## src/rtl/fsm_input_pkg.sv

```systemverilog
// Shared definitions for the input-conditioning blocks that feed the X-driven FSM.
// Contents:
//   state_e              - 2-bit debounce state encoding, also exported on Estado_Salida
//   SYNC_STAGES_DEF      - default synchroniser depth
//   DEBOUNCE_CYCLES_DEF  - default number of agreeing samples after the first changed one
package fsm_input_pkg;

  typedef enum logic [1:0] {
    IDLE_LOW   = 2'b00,
    CHECK_HIGH = 2'b01,
    IDLE_HIGH  = 2'b10,
    CHECK_LOW  = 2'b11
  } state_e;

  localparam int unsigned SYNC_STAGES_DEF     = 2;
  localparam int unsigned DEBOUNCE_CYCLES_DEF = 4;

endpackage

```

## src/rtl/x_input_conditioner_if.sv

```systemverilog
// Signal bundle between the raw-input source and the conditioner.
//   raw_in        - asynchronous raw switch/button level
//   X_out         - debounced, registered level (feeds the downstream FSM's X)
//   rise_pulse    - one-cycle strobe on an accepted 0->1
//   fall_pulse    - one-cycle strobe on an accepted 1->0
//   edge_count    - wrapping count of accepted transitions
//   Estado_Salida - current debounce state, for observation
// modport master: the source / observer side; modport slave: the conditioner.
interface x_input_conditioner_if;

  logic       raw_in;
  logic       X_out;
  logic       rise_pulse;
  logic       fall_pulse;
  logic [7:0] edge_count;
  logic [1:0] Estado_Salida;

  modport master (
    output raw_in,
    input  X_out,
    input  rise_pulse,
    input  fall_pulse,
    input  edge_count,
    input  Estado_Salida
  );

  modport slave (
    input  raw_in,
    output X_out,
    output rise_pulse,
    output fall_pulse,
    output edge_count,
    output Estado_Salida
  );

endinterface

```

## src/rtl/sync_chain.sv

```systemverilog
// Multi-flop synchroniser for a single asynchronous bit.
//   Clk   - destination clock, rising edge
//   Reset - asynchronous active-high reset, clears every stage to 0
//   d     - asynchronous input
//   q     - synchronised output (last stage)
module sync_chain #(
  parameter int unsigned SYNC_STAGES = 2
) (
  input  logic Clk,
  input  logic Reset,
  input  logic d,
  output logic q
);

  logic [SYNC_STAGES-1:0] chain_q;

  always_ff @(posedge Clk or posedge Reset) begin
    if (Reset) begin
      chain_q <= '0;
    end else begin
      chain_q <= {chain_q[SYNC_STAGES-2:0], d};
    end
  end

  assign q = chain_q[SYNC_STAGES-1];

endmodule

```

## src/rtl/x_input_conditioner.sv

```systemverilog
// Synchronises and debounces a bouncy raw input into a clean X level.
//   Clk   - system clock, rising edge
//   Reset - asynchronous active-high reset
//   bus   - slave side of x_input_conditioner_if (raw_in in; X_out, strobes,
//           edge_count and Estado_Salida out, all registered)
// A new level is accepted after DEBOUNCE_CYCLES+1 consecutive synchronised samples
// that differ from X_out; shorter runs return to the idle state with no output change.
module x_input_conditioner
  import fsm_input_pkg::*;
#(
  parameter int unsigned SYNC_STAGES     = SYNC_STAGES_DEF,
  parameter int unsigned DEBOUNCE_CYCLES = DEBOUNCE_CYCLES_DEF
) (
  input  logic                  Clk,
  input  logic                  Reset,
  x_input_conditioner_if.slave  bus
);

  localparam int unsigned CNT_W = $clog2(DEBOUNCE_CYCLES) + 1;
  localparam logic [CNT_W-1:0] CntLast = CNT_W'(DEBOUNCE_CYCLES - 1);

  logic             sync_x;
  state_e           state_q, state_d;
  logic [CNT_W-1:0] cnt_q, cnt_d;
  logic             x_q, x_d;
  logic             rise_q, rise_d;
  logic             fall_q, fall_d;
  logic [7:0]       edges_q, edges_d;

  sync_chain #(
    .SYNC_STAGES (SYNC_STAGES)
  ) u_sync (
    .Clk   (Clk),
    .Reset (Reset),
    .d     (bus.raw_in),
    .q     (sync_x)
  );

  always_comb begin
    state_d = state_q;
    cnt_d   = cnt_q;
    x_d     = x_q;
    rise_d  = 1'b0;
    fall_d  = 1'b0;
    edges_d = edges_q;
    case (state_q)
      IDLE_LOW: begin
        if (sync_x) begin
          state_d = CHECK_HIGH;
          cnt_d   = '0;
        end
      end
      CHECK_HIGH: begin
        if (!sync_x) begin
          state_d = IDLE_LOW;
          cnt_d   = '0;
        end else if (cnt_q == CntLast) begin
          state_d = IDLE_HIGH;
          cnt_d   = '0;
          x_d     = 1'b1;
          rise_d  = 1'b1;
          edges_d = edges_q + 8'd1;
        end else begin
          cnt_d = cnt_q + CNT_W'(1);
        end
      end
      IDLE_HIGH: begin
        if (!sync_x) begin
          state_d = CHECK_LOW;
          cnt_d   = '0;
        end
      end
      CHECK_LOW: begin
        if (sync_x) begin
          state_d = IDLE_HIGH;
          cnt_d   = '0;
        end else if (cnt_q == CntLast) begin
          state_d = IDLE_LOW;
          cnt_d   = '0;
          x_d     = 1'b0;
          fall_d  = 1'b1;
          edges_d = edges_q + 8'd1;
        end else begin
          cnt_d = cnt_q + CNT_W'(1);
        end
      end
      default: begin
        state_d = IDLE_LOW;
        cnt_d   = '0;
      end
    endcase
  end

  always_ff @(posedge Clk or posedge Reset) begin
    if (Reset) begin
      state_q <= IDLE_LOW;
      cnt_q   <= '0;
      x_q     <= 1'b0;
      rise_q  <= 1'b0;
      fall_q  <= 1'b0;
      edges_q <= 8'd0;
    end else begin
      state_q <= state_d;
      cnt_q   <= cnt_d;
      x_q     <= x_d;
      rise_q  <= rise_d;
      fall_q  <= fall_d;
      edges_q <= edges_d;
    end
  end

  assign bus.X_out         = x_q;
  assign bus.rise_pulse    = rise_q;
  assign bus.fall_pulse    = fall_q;
  assign bus.edge_count    = edges_q;
  assign bus.Estado_Salida = state_q;

endmodule

```

## src/flat_wrapper.sv

```systemverilog
// flat-port wrapper written by rule: the top's interface ports become plain ports
module x_input_conditioner_flat import fsm_input_pkg::*;
#(
  parameter int unsigned SYNC_STAGES     = SYNC_STAGES_DEF,
  parameter int unsigned DEBOUNCE_CYCLES = DEBOUNCE_CYCLES_DEF
)
  (Clk, Reset, bus_raw_in, bus_X_out, bus_rise_pulse, bus_fall_pulse, bus_edge_count, bus_Estado_Salida);
  x_input_conditioner_if bus_i ();
  input  logic Clk;
  input  logic Reset;
  input wire logic [$bits(bus_i.raw_in)-1:0] bus_raw_in;
  output wire logic [$bits(bus_i.X_out)-1:0] bus_X_out;
  output wire logic [$bits(bus_i.rise_pulse)-1:0] bus_rise_pulse;
  output wire logic [$bits(bus_i.fall_pulse)-1:0] bus_fall_pulse;
  output wire logic [$bits(bus_i.edge_count)-1:0] bus_edge_count;
  output wire logic [$bits(bus_i.Estado_Salida)-1:0] bus_Estado_Salida;
  assign bus_i.raw_in = bus_raw_in;
  assign bus_X_out = bus_i.X_out;
  assign bus_rise_pulse = bus_i.rise_pulse;
  assign bus_fall_pulse = bus_i.fall_pulse;
  assign bus_edge_count = bus_i.edge_count;
  assign bus_Estado_Salida = bus_i.Estado_Salida;
  x_input_conditioner #(.SYNC_STAGES(SYNC_STAGES), .DEBOUNCE_CYCLES(DEBOUNCE_CYCLES)) u_core (.Clk(Clk), .Reset(Reset), .bus(bus_i));
endmodule
```

## config.mk

```make
export PLATFORM = sky130hd
export DESIGN_NAME = x_input_conditioner_flat
export DESIGN_NICKNAME = d
export VERILOG_FILES = /design/src/rtl/fsm_input_pkg.sv /design/src/rtl/x_input_conditioner_if.sv /design/src/rtl/sync_chain.sv /design/src/rtl/x_input_conditioner.sv /design/src/flat_wrapper.sv
export SDC_FILE = /design/constraint.sdc
export NUM_CORES = 1
export LEC_CHECK = 0
export CAP_MARGIN = 15
export CORE_MARGIN = 1.5
export CORE_UTILIZATION = 40
export CTS_CLUSTER_DIAMETER = 100
export DETAILED_ROUTE_END_ITERATION = 10
export DONT_BUFFER_PORTS = 1
export HOLD_SLACK_MARGIN = 0.03
export PLACE_DENSITY_LB_ADDON = 0.25
export SLEW_MARGIN = 10
export SYNTH_ARGS = -nofsm -noshare
export SYNTH_HDL_FRONTEND = slang
export SYNTH_SLANG_ARGS = --single-unit
```

## constraint.sdc

```tcl
create_clock -name Clk -period 1.6 [get_ports Clk]
set_clock_uncertainty 0.1 [all_clocks]
set_input_delay 0.16 -clock Clk [delete_from_list [all_inputs] [get_ports Clk]]
set_output_delay 0.16 -clock Clk [all_outputs]
set_load 0.05 [all_outputs]
```

==> results of run 1 <==
[worst reg2reg max path: cells and delay by family, from the launching register on]
| kind | cells | cell delay, ns |
|---|---|---|
| mux | 1 | 0.34 |
| fa+ha+maj | 1 | 0.19 |
| simple gates | 2 | 0.40 |
| flops | 1 | 0.39 |
[worst min-delay path by stage]
stage	start	to	slack, ns	depth (start not counted)
finish	Reset	u_core.u_sync.chain_q[1]	0.16	2
global route	Reset	u_core.u_sync.chain_q[0]	0.18	2
CTS	Reset	u_core.u_sync.chain_q[1]	0.16	2
detailed placement	Reset	u_core.u_sync.chain_q[1]	-0.08	1
global placement	Reset	u_core.u_sync.chain_q[0]	-0.08	1
floorplan	Reset	u_core.bus.X_out	-0.002	1
[metal layers]
layer  vias to the layer above  global-route usage [%]  wire length (um)
met4                         0                    6.67                31
met1                       242                    20.6               681
met5                         -                       0                 0
li1                        265                       -                 -
met2                        15                    22.2               599
met3                         6                    2.75                62
[synthesized netlist by cell type, types with 2 or more instances]
| cell | instances | area, sq um |
|---|---|---|
| and3_1 | 2 | 12.5 |
| ha_1 | 2 | 25.0 |
| o21ai_0 | 4 | 20.0 |
| nand3b_1 | 2 | 15.0 |
| nand4_1 | 3 | 18.8 |
| nand2_1 | 6 | 22.5 |
| nor2_1 | 4 | 15.0 |
| xor2_1 | 4 | 35.0 |
| xnor2_1 | 5 | 43.8 |
| dfrtp_1 | 18 | 450 |
| nand3_1 | 3 | 15.0 |
| inv_1 | 2 | 7.51 |
[logic make-up after synthesis]
logic type	count (synthesis)	synth area share, %
fa+ha+maj	2	3.28
buf+inv	3	1.48
compound gates	7	5.08
simple gates	27	19.3
flops	18	59.0
mux	1	1.48
xor+xnor	9	10.3
[power breakdown]
| group | internal, mW | total, mW | switching, mW |
|---|---|---|---|
| logic | 0.144 | 0.397 | 0.254 |
| clock network | 0.138 | 0.267 | 0.128 |
| registers | 0.517 | 0.595 | 0.0781 |
| total | 0.799 | 1.26 | 0.460 |
[state kept, by name, summed over array words and instances, names as in the netlist, named ones only]
| name | count |
|---|---|
| u_core.bus.fall_pulse | 1 |
| u_core.u_sync.chain_q | 2 |
| u_core.bus.X_out | 1 |
| u_core.bus.rise_pulse | 1 |
| u_core.cnt_q | 3 |
| u_core.bus.Estado_Salida | 1 |
| u_core.bus.edge_count | 8 |
[repair_timing]
item | in CTS | in global routing
gates resized for setup | 0 | 3
setup endpoints to repair | 0 | 1
endpoints found under the hold margin | 19 | 0
hold buffers | 2 | 0
[final cells by class]
class | instances | area (sq um) | area share [%]
Sequential cell | 18 | 453 | 47.4
Multi-Input combinational cell | 46 | 318 | 33.2
Inverter | 2 | 7.51 | 0.785
Timing Repair Buffer | 14 | 110 | 11.5
Clock buffer | 4 | 36.3 | 3.80
Tap cell | 25 | 31.3 | 3.27
==> metrics, run 1 <==
CP arrival 1.59 ns; Netlist cell types 24; endpoints failing hold 0; Max-slew headroom 66.5%; number of I/O port buffers 0; outcome finished clean; first-pass GRT wire length 2150 um; WP depth 4; most common cell after layout, fill and taps aside dfrtp_1; die height 46.7 um; drt via density 4.84; cell area power density 1320 nW/um^2; Setup crit start u_core.cnt_q[0]; placement row count 15; nets@finish 90; Critical Path End Type flop; starting density of the core 43.3%; total power 1.26 mW; ys async rst share 100%; crit path launch type flop; largest net degree at the start of global routing 11; clock root cell clkbuf_4; Worst Slack Setup Final 0.0828 ns; RSZ-0062 raised after global routing false; die area 2180 sq um; minimum clock period 1.52 ns; Slew Viols, Final 0; CTS tree built; DRT iter0 DRCs 8; Mapped Area 763 sq um; total setup buffers inserted after CTS 0; hold_ws 0.157 ns; EDFF count, synth 0; area delta synth->final 25.2%; fin cells 109; reg2reg end u_core.bus.edge_count[1]; Largest delay share family, worst path flip-flops; CP Capture Point u_core.bus.edge_count[1]; Pre-antenna DRT Iters 4; Overall Global Routing Usage 14.7%; total CTS buffers 3; CORE AREA 1760 sq um; most frequent cells in the layout 16 x dfrtp_1, 12 x buf_4, 6 x nand2_1; R2R Path Start u_core.cnt_q[0]; worst r2r path cells 4; fmax 659 MHz; Setup TNS 0 ns; Buf/Inv on CP 0; Mapped Nets 72; total grt overflow 0; DR vias 528; later-pin clock latency in the skew report 0.28 ns; CTS Sinks 18; final worst-path cycle share 94.8%; slowest stage delay, CP 0.39 ns; clk buf depth 2; placer congestion estimate 0.730; Req. time, crit path 1.67 ns; Slew @ Worst Pin 0.502 ns; fill count 169; Antenna Cells 0; register bit count reported by yosys 18; maximum VDD drop 0.884 mV; Final Util 54.2%; Yosys warnings 0; final wirelength 1370 um; critical-path maximum fanout 4; Hold WC Path Type input pin to async pin; antenna-violating nets left 0; detailed-route DRC error count 0; Final Setup Violations 0; DR WL/cell 12.6 um; number of H-tree levels 1; post-place setup slack 0.101 ns; Area after DPL 883 sq um; dpl hpwl 1050 um; # IOs 16; critical-path cell list ha_1 > nand3b_1 > nor2_2 > mux2_2; placed cell count 103; Max Cap Violations 0; Syn Inst Count 67; number of global-route vias before repair 484; slowest CP cell dfrtp_1; Synth Area per Inst 11.4 sq um; sequential element share of the synthesized area 59.0%; clk slew on worst S/H paths 0.10 ns; critical path class flop to flop; post-route design area 956 sq um; initial antenna violation count 0; proportion of layout cells with a drive suffix above 1 26.2%; Die X-Extent 46.7 um; P_leak 0.467 nW; reg-to-reg slack, setup 0.08 ns; Main synth FF type dfrtp_1
No activity file was read; power rests on OpenSTA's default activity.
==> inputs of run 2 (changes only) <==
--- a/config.mk
+++ b/config.mk
@@ -7,7 +7,7 @@
 export LEC_CHECK = 0
 export CAP_MARGIN = 15
 export CORE_MARGIN = 1.5
-export CORE_UTILIZATION = 40
+export CORE_UTILIZATION = 46
 export CTS_CLUSTER_DIAMETER = 100
 export DETAILED_ROUTE_END_ITERATION = 10
 export DONT_BUFFER_PORTS = 1
==> run 2 against run 1 <==
Routed wire length unchanged. Setup slack improved by 0.016 ns. Count of clock-buffer cells in the layout unchanged. Combinational power about the same. Cell count shrank 8.3%. Critical path depth stayed put. Die area fell by 12%. Sequential power about the same. First-iteration DRC count is the same. Power is 1.2% higher. Critical endpoint is now u_core.bus.edge_count[5]. Hold slack better by 0.10 ns.
==> metrics, run 2 (synthesized netlist as in run 1, its figures left out) <==
outcome finished clean (unchanged); initial antenna violation count 0 (unchanged); Slew @ Worst Pin 0.668 ns (was 0.502 ns); clk slew on worst S/H paths 0.10 ns (about the same); die height 43.7 um (was 46.7 um); CP arrival 1.63 ns (was 1.59 ns); number of I/O port buffers 0 (unchanged); clk buf depth 2 (unchanged); detailed-route DRC error count 0 (unchanged); maximum VDD drop 0.792 mV (was 0.884 mV); CORE AREA 1520 sq um (was 1760 sq um); Critical Path End Type flop (unchanged); Req. time, crit path 1.73 ns (was 1.67 ns); number of global-route vias before repair 548 (was 484); fin cells 100 (was 109); clock root cell clkbuf_4 (unchanged); total CTS buffers 3 (unchanged); total power 1.27 mW (was 1.26 mW); Slew Viols, Final 0 (unchanged); crit path launch type flop (unchanged); area delta synth->final 23.0% (was 25.2%); most common cell after layout, fill and taps aside dfrtp_1 (unchanged); minimum clock period 1.50 ns (was 1.52 ns); DR WL/cell 13.7 um (was 12.6 um); CTS tree built (unchanged); Final Util 61.6% (was 54.2%); total grt overflow 0 (unchanged); # IOs 16 (unchanged); Max Cap Violations 0 (unchanged); most frequent cells in the layout 16 x dfrtp_1, 12 x buf_4, 6 x nand2_1 (unchanged); antenna-violating nets left 0 (unchanged); starting density of the core 50.1% (was 43.3%); P_leak 0.468 nW (was 0.467 nW); Final Setup Violations 0 (unchanged); Hold WC Path Type flop to flop (was input pin to async pin); slowest stage delay, CP 0.39 ns (about the same); CTS Sinks 18 (unchanged); later-pin clock latency in the skew report 0.30 ns (was 0.28 ns); first-pass GRT wire length 2340 um (was 2150 um); Overall Global Routing Usage 17.1% (was 14.7%); RSZ-0062 raised after global routing true (was false); cell area power density 1360 nW/um^2 (was 1320 nW/um^2); fmax 666 MHz (was 659 MHz); dpl hpwl 987 um (was 1050 um); endpoints failing hold 0 (unchanged); largest net degree at the start of global routing 19 (was 11); area of the multi-input gates 312 sq um (was 318 sq um); fill count 118 (was 169); final wirelength 1370 um (unchanged); DRT iter0 DRCs 8 (unchanged); nets@finish 90 (unchanged); critical-path maximum fanout 5 (was 4); number of H-tree levels 1 (unchanged); critical path class flop to flop (unchanged); final worst-path cycle share 93.8% (was 94.8%); max reg flops 8 (unchanged); critical-path cell list ha_1 > nand3b_1 > nor4_1 > xor2_1 (was ha_1 > nand3b_1 > nor2_2 > mux2_2); drt via density 5.59 (was 4.84); die area 1910 sq um (was 2180 sq um); Pre-antenna DRT Iters 4 (unchanged); placed cell count 92 (was 103); Die X-Extent 43.7 um (was 46.7 um); slowest CP cell nor4_1 (was dfrtp_1); placer congestion estimate 0.769 (was 0.730); placement row count 14 (was 15); proportion of layout cells with a drive suffix above 1 25.0% (was 26.2%); DR vias 559 (was 528); Max-slew headroom 55.4% (was 66.5%); FF+latch area 453 sq um (unchanged); Setup TNS 0 ns (unchanged); Antenna Cells 0 (unchanged)
-- run 2: cell count changes in the layout (fill, tap and decap cells not counted) --
cell,before,now
nor4_1,0,1
nor4_2,1,0
-- run 2: through the flow --
| stage | instance area, sq um | worst slack, ns | hold slack, ns |
|---|---|---|---|
| global placement | 857 | 0.0722 | 0.0815 |
| floorplan | 766 | 0.0893 | -0.00157 |
| detailed placement | 857 | 0.0344 | 0.0833 |
| CTS | 913 | 0.0158 | 0.262 |
| global route | 938 | 0.00527 | 0.266 |
| finish | 938 | 0.0992 | 0.259 |
-- run 2: routing by layer --
layer,wire length [um],GRT usage (%),part of all wire [%]
met1,631,22.7,46
met2,641,26.8,47
met3,75,2.50,5.5
met4,26,9.70,1.9
met5,0,0,0
-- run 2: power by group --
group	switching (mW)	internal [mW]	total [mW]
sequential	0.0754	0.517	0.592
combinational	0.257	0.142	0.399
clock	0.144	0.139	0.283
total	0.477	0.798	1.27
-- run 2: worst paths after layout --
path	to	from	slack (ns)	cells after the start
min reg2reg	u_core.u_sync.chain_q[1]	u_core.u_sync.chain_q[0]	0.26	0
max reg2reg	u_core.bus.edge_count[5]	u_core.cnt_q[0]	0.1	4
max	u_core.bus.edge_count[5]	u_core.cnt_q[0]	0.1	4
max in group asynchronous	u_core.bus.Estado_Salida[0]	Reset	0.64	2
min	u_core.u_sync.chain_q[1]	u_core.u_sync.chain_q[0]	0.26	0
min in group asynchronous	u_core.cnt_q[0]	Reset	0.29	2
-- run 2: final cells by class --
| class | count | share of cell area [%] |
|---|---|---|
| Multi-Input combinational cell | 46 | 33.2 |
| Sequential cell | 18 | 48.3 |
| Timing Repair Buffer | 14 | 11.7 |
| Clock buffer | 4 | 3.87 |
| Tap cell | 16 | 2.13 |
| Inverter | 2 | 0.800 |
-- run 2: worst max-delay path: cells and delay by family, from the launching register on --
| family | cells | cell delay, ns |
|---|---|---|
| flops | 1 | 0.38 |
| xor+xnor | 1 | 0.18 |
| simple gates | 2 | 0.57 |
| fa+ha+maj | 1 | 0.20 |
-- run 2: timing repair --
| item | CTS | global route |
|---|---|---|
| buffers inserted | 0 | 2 |
| resized for setup | 0 | 2 |
| endpoints found under the hold margin | 19 | 0 |
| setup endpoints to repair | 0 | 2 |
| hold buffers | 2 | 0 |
